===== src/rtl/freq_meter_pkg.sv =====
// freq_meter_pkg
//   Shared definitions for the frequency meter:
//   - FSM state encoding (IDLE / ARM / MEASURE)
//   - gate window length derived from clock rate and gate rate
//   - saturating add helpers, written for up to 64-bit operands so that any
//     counter width up to 64 can use them through a cast
package freq_meter_pkg;

    typedef enum logic [1:0] {
        IDLE    = 2'd0,
        ARM     = 2'd1,
        MEASURE = 2'd2
    } fm_state_e;

    // Number of clk cycles in one gate window.
    function automatic int unsigned calc_gate_cycles(input int unsigned freq_in,
                                                     input int unsigned gate_hz);
        return freq_in / gate_hz;
    endfunction

    // a + inc, clamped at max_v.
    function automatic logic [63:0] sat_add(input logic [63:0] a,
                                            input logic        inc,
                                            input logic [63:0] max_v);
        logic [63:0] res;
        if (!inc) begin
            res = a;
        end else if (a >= max_v) begin
            res = max_v;
        end else begin
            res = a + 64'd1;
        end
        return res;
    endfunction

    // 1 when a + inc would exceed max_v.
    function automatic logic sat_add_ovf(input logic [63:0] a,
                                         input logic        inc,
                                         input logic [63:0] max_v);
        return inc & (a >= max_v);
    endfunction

endpackage


===== src/rtl/freq_meter_sync.sv =====
// sync_edge
//   Synchronizer plus rising-edge detector for one asynchronous input.
//   din passes through SYNC_STAGES flops; a history flop behind the last stage
//   gives a one-cycle rise pulse.
// Ports
//   clk        system clock
//   rst        synchronous, active-low reset (clears chain and history)
//   din        asynchronous input
//   dout_sync  synchronized level
//   rise       one-cycle pulse on a synchronized 0->1 transition
module sync_edge #(
    parameter int SYNC_STAGES = 2
) (
    input  logic clk,
    input  logic rst,
    input  logic din,
    output logic dout_sync,
    output logic rise
);

    if (SYNC_STAGES < 2) begin : g_stage_chk
        $error("sync_edge: SYNC_STAGES must be >= 2");
    end

    logic [SYNC_STAGES-1:0] sync_q;
    logic                   hist_q;

    // Synchronizer chain and history flop.
    always_ff @(posedge clk) begin
        if (!rst) begin
            sync_q <= '0;
            hist_q <= 1'b0;
        end else begin
            sync_q <= {sync_q[SYNC_STAGES-2:0], din};
            hist_q <= sync_q[SYNC_STAGES-1];
        end
    end

    assign dout_sync = sync_q[SYNC_STAGES-1];
    assign rise      = sync_q[SYNC_STAGES-1] & ~hist_q;

endmodule


===== src/rtl/freq_meter.sv =====
// freq_meter
//   Counts rising edges of an asynchronous input over back-to-back gate windows
//   of GATE_CYCLES clk cycles and reports the count at the end of each window.
// Ports
//   clk         system clock
//   rst         synchronous, active-low reset
//   sig_in      asynchronous signal under measurement
//   enable      1 = measure continuously, 0 = stop and idle
//   freq_count  edges counted in the last completed window
//   freq_valid  one-cycle pulse when freq_count updates
//   overflow    last completed window saturated at 2^CNT_W-1
//   busy        1 while arming or measuring
module freq_meter
    import freq_meter_pkg::*;
#(
    parameter int unsigned FREQ_IN     = 32'd100000000,
    parameter int unsigned GATE_HZ     = 32'd1,
    parameter int          CNT_W       = 32,
    parameter int          SYNC_STAGES = 2
) (
    input  logic             clk,
    input  logic             rst,
    input  logic             sig_in,
    input  logic             enable,
    output logic [CNT_W-1:0] freq_count,
    output logic             freq_valid,
    output logic             overflow,
    output logic             busy
);

    localparam int unsigned GATE_CYCLES = calc_gate_cycles(FREQ_IN, GATE_HZ);
    localparam int          GATE_W      = $clog2(GATE_CYCLES);
    localparam int          ARM_W       = $clog2(SYNC_STAGES + 1);
    localparam logic [GATE_W-1:0] GATE_LAST = GATE_W'(GATE_CYCLES - 32'd1);
    localparam logic [ARM_W-1:0]  ARM_LAST  = ARM_W'(SYNC_STAGES);
    localparam logic [CNT_W-1:0]  CNT_MAX   = '1;

    if (GATE_CYCLES < 32'd2) begin : g_gate_chk
        $error("freq_meter: GATE_CYCLES must be >= 2");
    end
    if ((CNT_W < 1) || (CNT_W > 64)) begin : g_cnt_chk
        $error("freq_meter: CNT_W must be in 1..64");
    end

    fm_state_e         state_q, state_d;
    logic [ARM_W-1:0]  arm_cnt_q, arm_cnt_d;
    logic [GATE_W-1:0] gate_cnt_q, gate_cnt_d;
    logic [CNT_W-1:0]  edge_cnt_q, edge_cnt_d;
    logic              sat_q, sat_d;
    logic [CNT_W-1:0]  freq_count_q, freq_count_d;
    logic              overflow_q, overflow_d;
    logic              valid_q, valid_d;
    logic              busy_q;

    logic              edge_now_s;
    logic              sync_lvl_s;
    logic [CNT_W-1:0]  add_val_s;
    logic              add_ovf_s;
    logic              window_end_s;

    sync_edge #(
        .SYNC_STAGES (SYNC_STAGES)
    ) u_sync (
        .clk       (clk),
        .rst       (rst),
        .din       (sig_in),
        .dout_sync (sync_lvl_s),
        .rise      (edge_now_s)
    );

    // The synchronized level itself is not needed here, only its rise pulse.
    logic unused_s;
    assign unused_s = sync_lvl_s;

    // Edge count including an edge on the current cycle, clamped at CNT_MAX.
    assign add_val_s    = CNT_W'(sat_add(64'(edge_cnt_q), edge_now_s, 64'(CNT_MAX)));
    assign add_ovf_s    = sat_add_ovf(64'(edge_cnt_q), edge_now_s, 64'(CNT_MAX));
    assign window_end_s = (state_q == MEASURE) && (gate_cnt_q == GATE_LAST);

    // Next-state logic: arming, gate window sequencing and result capture.
    always_comb begin
        state_d      = state_q;
        arm_cnt_d    = arm_cnt_q;
        gate_cnt_d   = gate_cnt_q;
        edge_cnt_d   = edge_cnt_q;
        sat_d        = sat_q;
        freq_count_d = freq_count_q;
        overflow_d   = overflow_q;
        valid_d      = 1'b0;

        case (state_q)
            IDLE: begin
                arm_cnt_d  = '0;
                gate_cnt_d = '0;
                edge_cnt_d = '0;
                sat_d      = 1'b0;
                if (enable) begin
                    state_d = ARM;
                end else begin
                    state_d = IDLE;
                end
            end
            ARM: begin
                // Hold counters at zero while stale synchronizer contents drain.
                gate_cnt_d = '0;
                edge_cnt_d = '0;
                sat_d      = 1'b0;
                if (!enable) begin
                    state_d   = IDLE;
                    arm_cnt_d = '0;
                end else if (arm_cnt_q == ARM_LAST) begin
                    state_d   = MEASURE;
                    arm_cnt_d = '0;
                end else begin
                    state_d   = ARM;
                    arm_cnt_d = arm_cnt_q + ARM_W'(1);
                end
            end
            MEASURE: begin
                if (window_end_s) begin
                    // The window completes even if enable drops on this cycle.
                    freq_count_d = add_val_s;
                    overflow_d   = sat_q | add_ovf_s;
                    valid_d      = 1'b1;
                    gate_cnt_d   = '0;
                    edge_cnt_d   = '0;
                    sat_d        = 1'b0;
                    if (enable) begin
                        state_d = MEASURE;
                    end else begin
                        state_d = IDLE;
                    end
                end else if (!enable) begin
                    // Partial window is dropped; results hold.
                    state_d    = IDLE;
                    gate_cnt_d = '0;
                    edge_cnt_d = '0;
                    sat_d      = 1'b0;
                end else begin
                    state_d    = MEASURE;
                    gate_cnt_d = gate_cnt_q + GATE_W'(1);
                    edge_cnt_d = add_val_s;
                    sat_d      = sat_q | add_ovf_s;
                end
            end
            default: begin
                state_d    = IDLE;
                arm_cnt_d  = '0;
                gate_cnt_d = '0;
                edge_cnt_d = '0;
                sat_d      = 1'b0;
            end
        endcase
    end

    // State, counter and result registers.
    always_ff @(posedge clk) begin
        if (!rst) begin
            state_q      <= IDLE;
            arm_cnt_q    <= '0;
            gate_cnt_q   <= '0;
            edge_cnt_q   <= '0;
            sat_q        <= 1'b0;
            freq_count_q <= '0;
            overflow_q   <= 1'b0;
            valid_q      <= 1'b0;
            busy_q       <= 1'b0;
        end else begin
            state_q      <= state_d;
            arm_cnt_q    <= arm_cnt_d;
            gate_cnt_q   <= gate_cnt_d;
            edge_cnt_q   <= edge_cnt_d;
            sat_q        <= sat_d;
            freq_count_q <= freq_count_d;
            overflow_q   <= overflow_d;
            valid_q      <= valid_d;
            // Registered from next state so busy tracks state_q exactly.
            busy_q       <= (state_d != IDLE);
        end
    end

    assign freq_count = freq_count_q;
    assign freq_valid = valid_q;
    assign overflow   = overflow_q;
    assign busy       = busy_q;

endmodule


===== config.mk =====
export PLATFORM = sky130hd
export DESIGN_NAME = freq_meter
export DESIGN_NICKNAME = d
export VERILOG_FILES = /design/src/rtl/freq_meter_pkg.sv /design/src/rtl/freq_meter_sync.sv /design/src/rtl/freq_meter.sv
export SDC_FILE = /design/constraint.sdc
export NUM_CORES = 1
export LEC_CHECK = 0
export BUFFER_PORTS_ARGS = -buffer_cell sky130_fd_sc_hd__buf_4
export CORE_AREA = 2 2 107 129
export CTS_CLUSTER_DIAMETER = 150
export DETAILED_ROUTE_END_ITERATION = 8
export DIE_AREA = 0 0 109 131
export SETUP_SLACK_MARGIN = 0.15
export SYNTH_ARGS = -nofsm -noshare
export SYNTH_HDL_FRONTEND = slang
export SYNTH_SLANG_ARGS = --single-unit
export TNS_END_PERCENT = 10

===== constraint.sdc =====
create_clock -name clk -period 2.8 [get_ports clk]
set_clock_uncertainty 0.1 [all_clocks]
set_input_delay 0.14 -clock clk [delete_from_list [all_inputs] [get_ports clk]]
set_output_delay 0.14 -clock clk [all_outputs]
set_load 0.03 [all_outputs]

==> results summary, run 1 <==
The terminus of the critical flop-to-flop path is freq_count[2]$_SDFFE_PN0P_. The number of hold-slack violations in the final timing report came to 0. The overall routing resource usage came out at 15.1%.

The count of maximum capacitance violations came out at 0. In the post-synthesis netlist, the cell with the most instances is sky130_fd_sc_hd__dfxtp_1. The number of slew-limit violations in the final report came out at 0. The worst relative slew slack is 67.2%.

The setup check on the worst reg-to-reg path leaves a slack of 250 ps. The average cell area after synthesis came out at 8.84 um^2. The net count of the mapped netlist is 498. Tracing the worst setup path back leads to its startpoint at edge_cnt_q[0]$_SDFF_PP0_. The number of global-route vias before repair came out at 3517. The final setup violation count is 0. Buffers inserted during clock tree synthesis total 9. The share of the yosys chip area belonging to registers came out at 47.0%. The worst hold path passes through 3 cells.

STA puts the critical path data required time at 2950 ps. Dividing the final minimum period by the clock period gives about nine tenths. The relative contribution of sequential cells to total power came out at 53.2%. The buffer count from post-CTS setup fixing came out at 0. The detail-routed via count per cell came out at 5.20. Clock-pin slew was measured on the worst setup and hold paths at ~70 ps. The number of enable-type register cells in the synthesized netlist came out at 0. The area growth from synthesis to layout is 18.4%. The dominant synthesized flop cell is sky130_fd_sc_hd__dfxtp_1. Traced cell by cell, the critical path runs through ha_1 > nand4b_1 > or2_2 > or4_1 > buf_4 > a311oi_1.

The analysis attributes to cell leakage a power of 1.72 nW. The switching power total came out at ~0.56 mW. The endpoint arrival time on the critical path is 2700 ps. The worst IR drop on VDD came out at 0.293 mV. The initial antenna violation count came out at 0. The pin count of the biggest net entering global routing is 36. Setup repair after global routing could not meet its margin everywhere. The post-layout net count is 535. The proportion of layout cells with a drive suffix above 1 is between 15 and 20%. The maximum clock frequency came out at ~390 MHz. At the later pin of the worst-skew pair, clock insertion delay measures about 350 ps.

The worst reg-to-reg path cell count came out at 6. The timing endpoint of the critical path is freq_count[2]$_SDFFE_PN0P_. From left edge to right edge, the die measures between 100 and 150 um. The largest individual stage delay along the critical path comes from the cell sky130_fd_sc_hd__or4_1. The worst stage delay on the critical path is 560 ps. TritonCTS built the clock tree. The total overflow reported by the global router is 0. The initial DRC count is 235. The total of flip-flops plus latches after synthesis is 102. After synthesis, the share of flip-flops with an asynchronous set or reset is 0%. The number of optimization iterations in the first detailed-route pass came out at 4. In this run the biggest area consumer among cell types represents between 40% and 50% of the synthesized area. The summed instance area of the synthesized netlist is roughly 4300 um^2.

The count of different cell masters after synthesis came out at 42. The first-pass GRT wire length is between 15000 and 20000 um. The effective utilization at floorplan came out at about a third. The clock network power share came out at 45.9%.

For this design, the sink count on the clock tree is 102. The number of antenna cells inserted is 0. The HPWL after detailed placement came out at 7120 um. Port buffering added 38 buffers.

The combined flip-flop and latch cell area is 2040 um^2. The count of vias placed by the detailed router is 3651. For this run, the number of Yosys warnings is 0.

After synthesis, the cell types taking the most area are sky130_fd_sc_hd__dfxtp_1, sky130_fd_sc_hd__nor2_1, sky130_fd_sc_hd__xor2_1, sky130_fd_sc_hd__xnor2_1, sky130_fd_sc_hd__a21oi_1. The placer congestion estimate came out at roughly 0.88. After detailed placement, the total cell area comes to 4830 um^2. The flow ran to the end, and the final reports show no timing, DRC or antenna violations.

The element type at the critical path start is a flip-flop. The number of standard-cell rows in the floorplan came out at 46. The post-route cell area is 5150 um^2.

The cell area power density came out at 532 nW/um^2. The switching portion of total power is 20.4%. The detail route stage leaves a number of antenna-violating nets equal to 0. The largest driver fanout on the critical path came out at 27.

The worst reg2reg path startpoint is edge_cnt_q[0]$_SDFF_PP0_. The die boundary height is 131 um. The post-synthesis cell count came out at 492. The number of I/O pins came out at 39. At the pin with the least slew margin, the transition time is 491 ps. Of the total power, combinational logic draws 0.9%. The most area-hungry cell type in the Yosys netlist is sky130_fd_sc_hd__dfxtp_1. STA classifies the critical path endpoint as a flip-flop. The fill cell total of the finished layout came out at approximately 1.3k. The internal power is 2.18 mW. The final-layout setup total negative slack is 0 ps. The number of remaining DRC errors came out at 0.

The maximum level of the CTS H-tree came out at 3. The routed wire length came out at 10000 um. The multi-input combinational cell area is 2180 um^2. The number of buffers on the longest clock path came out at 2. The critical path in this run is classified as flip-flop to flip-flop. The area of the placeable core came out at approximately 13000 um^2. The total power of the final layout came out at 2.74 mW. The clock period minus worst slack is roughly 2500 ps. CTS placed an instance of sky130_fd_sc_hd__clkbuf_16 at the clock tree root. The commonest cells after synthesis are sky130_fd_sc_hd__dfxtp_1, sky130_fd_sc_hd__nor2_1, sky130_fd_sc_hd__a21oi_1. The detail-routed net length per standard cell is 14.3 um. The area of the die is about 14000 um^2. In this run the worst hold path is classified as input pin to flip-flop.
[final cells by class]
cell class                 instances  share of cell area (%)
clock buffer                      11                    4.71
multi-input combinational        358                    42.4
clock inverter                     5                    1.14
sequential                       102                    39.7
inverter                           7                   0.510
tap                              168                    4.08
timing repair buffer              51                    7.53
[worst min path at each step]
stage,slack [ps],end,startpoint
floorplan,170,u_sync.sync_q[0]$_SDFF_PN0_,sig_in
global placement,250,u_sync.sync_q[0]$_SDFF_PN0_,sig_in
detailed placement,260,u_sync.sync_q[0]$_SDFF_PN0_,sig_in
CTS,100,freq_count[14]$_SDFFE_PN0P_,rst
global route,120,freq_count[14]$_SDFFE_PN0P_,rst
finish,100,freq_count[9]$_SDFFE_PN0P_,rst
[power by group through the flow]
stage / combinational (mW) / clock [mW] / sequential [mW]
6_report: 0.0254 / 1.26 / 1.46
5_1_grt: 0.0282 / 1.34 / 1.46
4_1_cts: 0.0263 / 1.29 / 1.46
3_5_place_dp: 0.0238 / 0 / 1.49
3_3_place_gp: 0.0235 / 0 / 1.49
2_1_floorplan: 0.0131 / 0 / 1.49
[layer usage]
metal | vias to the layer above | global-route usage, % | routed length [um]
li1 | 1828 | - | -
met5 | - | 0 | 0
met3 | 13 | 4.02 | 347
met2 | 62 | 25.9 | 5020
met4 | 0 | 5.43 | 206
met1 | 1748 | 18.2 | 4470
[stage by stage]
stage	hold WS [ps]	util (%)	setup WS, ps	std cells
after floorplan	167	-	365	492
after CTS	105	39.4	203	702
after global routing	122	39.4	80.4	702
after global placement	253	36.9	301	684
after detailed placement	257	36.9	233	684
final	104	39.4	252	702
[kinds of logic (layout without fill, tap and decap cells)]
kind of cell             Yosys count  in the layout  share of synthesized area, %
adder cells (fa/ha/maj)            2              2                         0.575
XOR/XNOR                          47             47                          9.47
AND/OR/NAND/NOR                  219            219                          27.0
buffers and inverters             32             74                          3.05
multiplexers                       3              3                         0.691
flip-flops                       102            102                          47.0
AO/OA/AOI/OAI                     87             87                          12.3
[repair_timing]
| action | CTS | global route |
|---|---|---|
| gates resized for setup | 0 | 1 |
| hold buffers | 2 | 0 |
| endpoints found under the setup margin | 0 | 16 |
| hold endpoints to repair | 2 | 0 |
[layout by cell type (no fill, tap or decap), types with 15 or more instances in the layout]
master	n
sky130_fd_sc_hd__dfxtp_1	102
sky130_fd_sc_hd__nor2_1	68
sky130_fd_sc_hd__buf_4	49
sky130_fd_sc_hd__a21oi_1	33
sky130_fd_sc_hd__nand2_1	31
sky130_fd_sc_hd__xor2_1	24
sky130_fd_sc_hd__xnor2_1	23
sky130_fd_sc_hd__nand3_1	22
sky130_fd_sc_hd__o21ai_0	22
sky130_fd_sc_hd__nand4_1	15
[registers in the layout, indices dropped and copies added (netlist names)]
signal	count
state_q	2
busy	1
arm_cnt_q	2
overflow	1
gate_cnt_q	27
freq_count	32
edge_cnt_q	32
u_sync.hist_q	1
freq_valid	1
sat_q	1
u_sync.sync_q	2
[worst max-delay path: cells and delay by family, from the launching register on]
family / cells / cell delay [ps]
buf+inv: 1 / 250
fa+ha+maj: 1 / 210
simple gates: 3 / 1260
compound gates: 1 / 260
flops: 1 / 370
Power figures use the tool's default switching activity.
==> run 2, diff against run 1 <==
- ABC_AREA: not set -> 1
- CORE_AREA: 2 2 107 129 -> 2 2 115 139
- DIE_AREA: 0 0 109 131 -> 0 0 117 141
==> run 2 against run 1 <==
Net effect: sequential power hardly changed; flip-flop and latch count stayed put; critical path type unchanged; final cell count is 47% higher; first-iteration DRC count is 17% higher; final area is 13% higher.
==> results summary, run 2 <==
The post-synthesis cell count came out at 780. For this run the aggregate overflow at the end of global routing stands at 0. The number of global-route vias before repair is 4222. The number of I/O port buffers came out at 38. The initial antenna violation count is 0. The post-place setup slack is 492 ps. The initial utilization of the core area, before any placement, comes to 32.9%.

Hold is met by 111 ps. The first-pass GRT wire length came out at 20100 um. The tightest min-delay check is of the input pin to flip-flop type. The endpoint arrival time on the critical path is 2510 ps.

The share of the cycle needed by the critical path after routing is 83.1%. The area of the die came out at 16500 um^2. The maximum clock frequency came out at 430 MHz. The average cell area after synthesis is 6.47 um^2. For this run, the leading register cell type out of synthesis is sky130_fd_sc_hd__dfxtp_1.

Setup repair after global routing left no endpoint under its margin. The post-detailed-placement cell area came out at 5530 um^2. The element type at the critical path start is a flip-flop. The clock root buffer is sky130_fd_sc_hd__clkbuf_16. In the post-synthesis netlist, the cell with the most instances is sky130_fd_sc_hd__nand2_1. The wire-length estimate of the detail-placed layout is 8810 um. The number of I/O pins came out at 39.

For this design, the sink count on the clock tree is between 100 and 150. Row generation in the floorplan step produced 50 rows. The pin count of the biggest net entering global routing came out at 41.

The slack of the worst reg-to-reg path is 470 ps. The area added between synthesis and finish came out at 15.7%. The worst setup path is of the flip-flop to flip-flop kind. In this run, post-CTS hold repair placed 2 buffers.

The buffer count from post-CTS setup fixing came out at 0. At the end of routability-driven placement, the weighted congestion stood at approximately 0.9. The cell area power density came out at between 400 and 500 nW/um^2.

The antenna violation net count after detailed routing is 0. The utilization after layout is between 30% and 40%. The nature of the critical path endpoint is a flip-flop. The final critical-path setup slack came out at 472 ps. The post-layout net count came out at 823. For this run, design rule violations remaining after detail routing come to 0. The summed instance area of the synthesized netlist came out at 5050 um^2. The number of enable-type register cells in the synthesized netlist came out at 0.

After detailed routing, the number of vias per cell comes to about 4.5. The run finished with clean final reports. The H-tree was split into 3 levels. The library cells used most frequently in the layout, excluding fill and tap cells, are sky130_fd_sc_hd__nand2_1, sky130_fd_sc_hd__nor2_1, sky130_fd_sc_hd__inv_1.

The horizontal die dimension is 117 um. The region available for standard cell placement spans around 15000 um^2. The clock latency on the worst-skew pair came out at 360 ps. The total of flip-flops plus latches after synthesis came out at approximately 100.

The share of the Yosys chip area taken by registers is 40.5%. The fill cell total of the finished layout is 1682. For the pin with the worst max-slew slack, the measured transition is 498 ps. The number of optimization iterations in the first detailed-route pass is 6. The number of hold-slack violations in the final timing report was 0. Clock-pin slew was measured on the worst setup and hold paths at about 70 ps. Across all layers, the routed design uses 4626 vias.

The number of buffers on the longest clock path is 2. The die boundary height is 141 um. Sorting the synthesized cells by area gives the leading types as sky130_fd_sc_hd__dfxtp_1, sky130_fd_sc_hd__nand2_1, sky130_fd_sc_hd__nor2_1, sky130_fd_sc_hd__inv_1, sky130_fd_sc_hd__nand3_1. The clock period minus worst slack came out at between 2000 and 2500 ps.

The initial DRC count is 276. The number of slew-limit violations in the final report was 0. The proportion of layout cells with a drive suffix above 1 is 8.88%. The number of warnings printed during yosys synthesis came out at 0.

The count of maximum capacitance violations is 0. The final setup violation count came out at 0. The post-route cell area came out at between 5000 and 6000 um^2.

The clock tree from TritonCTS is done. Post-CTS repair changed the size of 0 cells. The final-layout setup total negative slack is 0 ps. The worst IR drop on VDD is between 0.2 and 0.3 mV.

In this run the biggest area consumer among cell types represents 40.5% of the synthesized area. Of all cell types, the one taking the most synthesized area is sky130_fd_sc_hd__dfxtp_1. The routed wire length is 12000 um. Synthesis produced a netlist with a net count of 786. Global routing consumed, over all layers together, 15.5% of the routing resources. The detail-routed net length per standard cell came out at 11.7 um. The data required time of the worst path came out at 2990 ps. For this run, asynchronously set or reset flops after synthesis account for 0%. The number of antenna cells inserted is 0.

Of all nets on the critical path, the largest fanout is 23. Sorting the synthesized cells by how often they occur yields sky130_fd_sc_hd__nand2_1, sky130_fd_sc_hd__nor2_1, sky130_fd_sc_hd__inv_1. The count of different cell masters after synthesis is 32. Headroom to the max-slew limit came out at 66.8%. The leading cell type in the layout, fill and taps excluded is sky130_fd_sc_hd__nand2_1. The total clock buffers created by CTS came out at 9. The leakage power of the design is 2.54 nW.
[run 2: cell count changes after synthesis, moves of 11 or more]
cell and change:
sky130_fd_sc_hd__buf_2 +11, sky130_fd_sc_hd__clkbuf_1 -17, sky130_fd_sc_hd__inv_1 +106, sky130_fd_sc_hd__nand2_1 +192
sky130_fd_sc_hd__nand3_1 +25, sky130_fd_sc_hd__nand3b_1 +12, sky130_fd_sc_hd__nor2_1 +75, sky130_fd_sc_hd__nor4_1 -13
sky130_fd_sc_hd__o21ai_0 -13, sky130_fd_sc_hd__xnor2_1 -16, sky130_fd_sc_hd__xor2_1 -15
[run 2: kinds of logic (layout without fill, tap and decap cells)]
kind of cell / count (synthesis) / in the layout / synth area share [%]
and+or+nand+nor: 475 / 475 / 40.5
DFF: 102 / 102 / 40.5
adders and majority gates: 2 / 2 / 0.496
AOI/OAI and AO/OA: 49 / 49 / 5.03
xor gates and xnor gates: 16 / 16 / 2.78
buffers and inverters: 136 / 178 / 10.8
[run 2: layout make-up]
class / instances / area [um^2] / share of cell area, %
inverters: 117 / 439 / 7.52
well taps: 208 / 260 / 4.46
clock inverters: 3 / 43.8 / 0.750
flip-flops and latches: 102 / 2040 / 35.0
repair buffers: 45 / 343 / 5.87
multi-input cells: 542 / 2460 / 42.1
clock buffers: 13 / 250 / 4.29
[run 2: through the flow]
step	power, mW	std cells
floorplan	1.50	780
global placement	1.51	1012
detailed placement	1.51	1012
CTS	2.80	1030
global route	2.87	1030
finish	2.76	1030
[run 2: final timing paths]
| kind | from | end | cells after the start |
|---|---|---|---|
| worst max-delay path | edge_cnt_q[0]$_SDFF_PP0_ | freq_count[1]$_SDFFE_PN0P_ | 10 |
| worst min-delay path | rst | u_sync.sync_q[1]$_SDFF_PN0_ | 3 |
| worst max register to register | edge_cnt_q[0]$_SDFF_PP0_ | freq_count[1]$_SDFFE_PN0P_ | 10 |
| worst min register to register | u_sync.sync_q[0]$_SDFF_PN0_ | u_sync.sync_q[1]$_SDFF_PN0_ | 2 |
[run 2: per-layer routing]
metal | track usage, % | up-vias | wire length, um
li1 | - | 2476 | -
met1 | 18.7 | 2040 | 5310
met2 | 26.6 | 93 | 5970
met3 | 3.48 | 17 | 549
met4 | 5.94 | 0 | 208
met5 | 0 | - | 0
[run 2: power breakdown]
part	leakage (nW)	switching, mW	internal [mW]
Clock	0.144	0.556	0.719
Sequential	0.822	0.00218	1.45
Combinational	1.58	0.0179	0.00843
Total	2.54	0.576	2.18
[run 2: worst max-delay path: stages (launching register included)]
cell and delay (ps):
sky130_fd_sc_hd__dfxtp_1 360, sky130_fd_sc_hd__ha_1 170, sky130_fd_sc_hd__nand3_1 70, sky130_fd_sc_hd__nor2_1 180
sky130_fd_sc_hd__nand2_1 160, sky130_fd_sc_hd__nor2_2 180, sky130_fd_sc_hd__nand3_2 420, sky130_fd_sc_hd__buf_4 360
sky130_fd_sc_hd__nand3_1 70, sky130_fd_sc_hd__inv_1 50, sky130_fd_sc_hd__a21oi_1 140
==> run 3, diff against run 2 <==
- clock period: 2.8 -> 2 ns (I/O delays scaled with it)
==> run 3 against run 2 <==
Net effect: utilization is 3.0 points higher; first-iteration DRC count is 7.2% lower; sequential share of layout area is 2.3 points lower; via count is 4.2% higher; flip-flop and latch count stayed put; die area stayed put; clock power is 32% higher; critical endpoint is now gate_cnt_q[20]$_SDFF_PP0_; highest routed layer unchanged.
==> results summary, run 3 (synthesis gave the netlist of run 2 again) <==
The run finished with clean final reports. The number of clock buffers added by TritonCTS is 9. Counting the fill cells in the layout gives 1611. Setup repair after global routing could not meet its margin everywhere. The HPWL after detailed placement is 8880 um. The proportion of layout cells with a drive suffix above 1 is approximately 16%. The number of buffers on the longest clock path came out at 2. The number of global-route vias before repair came out at 4324. The startpoint identified for the worst register-to-register timing path is gate_cnt_q[1]$_SDFF_PP0_. In this run the worst setup path begins at gate_cnt_q[1]$_SDFF_PP0_. The number of slew-limit violations in the final report was 0. The effective utilization at floorplan is 32.9%. In this run the standard cell core region covers 15300 um^2.

The total power of the final layout came out at 3.77 mW. The worst setup path is captured at a flip-flop. The final critical-path setup slack is about 160 ps. The pin count of the biggest net entering global routing came out at between 40 and 50. The horizontal die dimension came out at 117 um. The endpoint arrival time on the critical path is ~2000 ps. The post-place setup slack is approximately 94 ps. The maximum clock frequency is 544 MHz. The detail-routed via count per cell came out at 4.55.

The cell area power density came out at approximately 600 nW/um^2. The post-route cell area came out at 6300 um^2. The count of cells along the worst hold path came out at 2. For hold timing, the worst endpoint is u_sync.hist_q$_SDFF_PN0_. The number of optimization iterations in the first detailed-route pass is 4.

The worst hold path begins at u_sync.sync_q[1]$_SDFF_PN0_. At the pin with the least slew margin, the transition time is 434 ps. Counting every sink on the clock net gives 102. The number of standard-cell rows in the floorplan came out at 50. The area growth from synthesis to layout is 24.7%. The clock period minus worst slack came out at ~1800 ps. The clock latency on the worst-skew pair is between 300 and 400 ps. The terminus of the critical flop-to-flop path is gate_cnt_q[20]$_SDFF_PP0_. The post-layout net count came out at between 800 and 900. The detail-routed net length per standard cell is approximately 12 um.

Registers take ~2100 um^2. Global routing consumed, over all layers together, 15.4% of the routing resources. In this run the worst path has a maximum fanout of 3. The final setup violation count is 0. The kind of critical path is flip-flop to flip-flop. The final critical path takes up between 90% and 100% of the cycle. STA classifies the critical path startpoint as a flip-flop. The antenna violation net count after detailed routing came out at 0.

The class of the most critical hold timing path is flip-flop to flip-flop. The final-layout setup total negative slack came out at 0 ps. CTS placed an instance of sky130_fd_sc_hd__clkbuf_16 at the clock tree root. The utilization after layout came out at 41.1%. The data required time of the worst path is 2150 ps. The total overflow reported by the global router came out at 0.

The count of maximum capacitance violations came out at 0. The number of hold-slack violations in the final timing report came to 0. The initial DRC count came out at 256. The worst register-to-register path has a setup slack of 160 ps. The worst IR drop on VDD came out at 0.311 mV. Leaving out fill and tap cells, the most frequent cell in the layout is sky130_fd_sc_hd__nand2_1. Wires add up to 13200 um. The die covers 16500 um^2. The CTS clock-pin slew for the worst setup and hold paths came out at roughly 70 ps.

Routability-driven placement finished with a final weighted congestion of 0.981. In this run the static leakage power is 2.78 nW. TritonCTS built the clock tree. The post-detailed-placement cell area is 5650 um^2. The top cell types in the final layout, fill and taps aside, are sky130_fd_sc_hd__nand2_1, sky130_fd_sc_hd__nor2_1, sky130_fd_sc_hd__inv_1. Input and output buffers added on the ports amount to 38. The first-pass GRT wire length is 20200 um. The multi-input combinational cell area is between 2000 and 3000 um^2.

From bottom edge to top edge, the die measures 141 um. The initial antenna violation count is 0. The number of I/O pins is 39. In the routed design, unresolved DRC markers number 0.

In this run the number of H-tree levels came out at 3. The number of antenna diodes in the final layout is 0. For the worst flop-to-flop path, the logic depth is 11.

The count of vias placed by the detailed router is roughly 4.8k. The worst relative slew slack is 71.1%.
run 3: final cells by class:
cell class,count,area share (%)
Clock buffer,10,3.80
Clock inverter,6,0.715
Inverter,117,7.05
Multi-Input combinational cell,542,40.9
Sequential cell,102,32.7
Tap cell,208,4.13
Timing Repair Buffer,75,10.8
run 3: what timing repair did:
item / 4_1_cts / 5_1_grt
setup buffers: 0 / 10
cloned: 0 / 6
gates resized for setup: 2 / 44
hold buffers: 3 / 0
endpoints found under the hold margin: 4 / 0
pin swaps: 0 / 9
endpoints found under the setup margin: 42 / 93
run 3: report_power, final:
group | internal [mW] | leakage (nW) | total [mW] | switching (mW)
logic | 0.0153 | 1.82 | 0.0424 | 0.0271
clock network | 0.885 | 0.143 | 1.69 | 0.810
registers | 2.03 | 0.826 | 2.03 | 0.00301
run 3: critical path, cell delays in order, from the launching register on:
cell and delay, ps:
sky130_fd_sc_hd__dfxtp_4 370, sky130_fd_sc_hd__ha_4 150, sky130_fd_sc_hd__nand2_4 60, sky130_fd_sc_hd__nor2_4 110
sky130_fd_sc_hd__nand2_4 80, sky130_fd_sc_hd__buf_4 140, sky130_fd_sc_hd__nor2_1 170, sky130_fd_sc_hd__nand2_1 160
sky130_fd_sc_hd__nor3_4 180, sky130_fd_sc_hd__nand3_1 110, sky130_fd_sc_hd__nand2_1 80, sky130_fd_sc_hd__nor2_1 40
run 3: how the worst max path moves through the flow:
stage,end,slack (ps),cells past startpoint
6_report,gate_cnt_q[20]$_SDFF_PP0_,160,11
5_1_grt,freq_count[16]$_SDFFE_PN0P_,60,9
4_1_cts,freq_count[9]$_SDFFE_PN0P_,110,8
3_5_place_dp,gate_cnt_q[20]$_SDFF_PP0_,90,10
3_3_place_gp,gate_cnt_q[20]$_SDFF_PP0_,90,10
2_1_floorplan,freq_count[17]$_SDFFE_PN0P_,230,10
run 3: stage by stage:
step,cells,hold WS (ps)
floorplan,780,97.6
global placement,1025,193
detailed placement,1025,199
CTS,1044,329
global route,1060,357
finish,1060,324
run 3: layer usage:
layer	routed length, um	up-vias	share of wire, %	GRT usage (%)
met2	6660	88	50	26.8
met3	430	27	3.3	2.36
met4	427	0	3.2	6.56
met1	5680	2172	43	18.6
li1	-	2533	-	-
met5	0	-	0	0
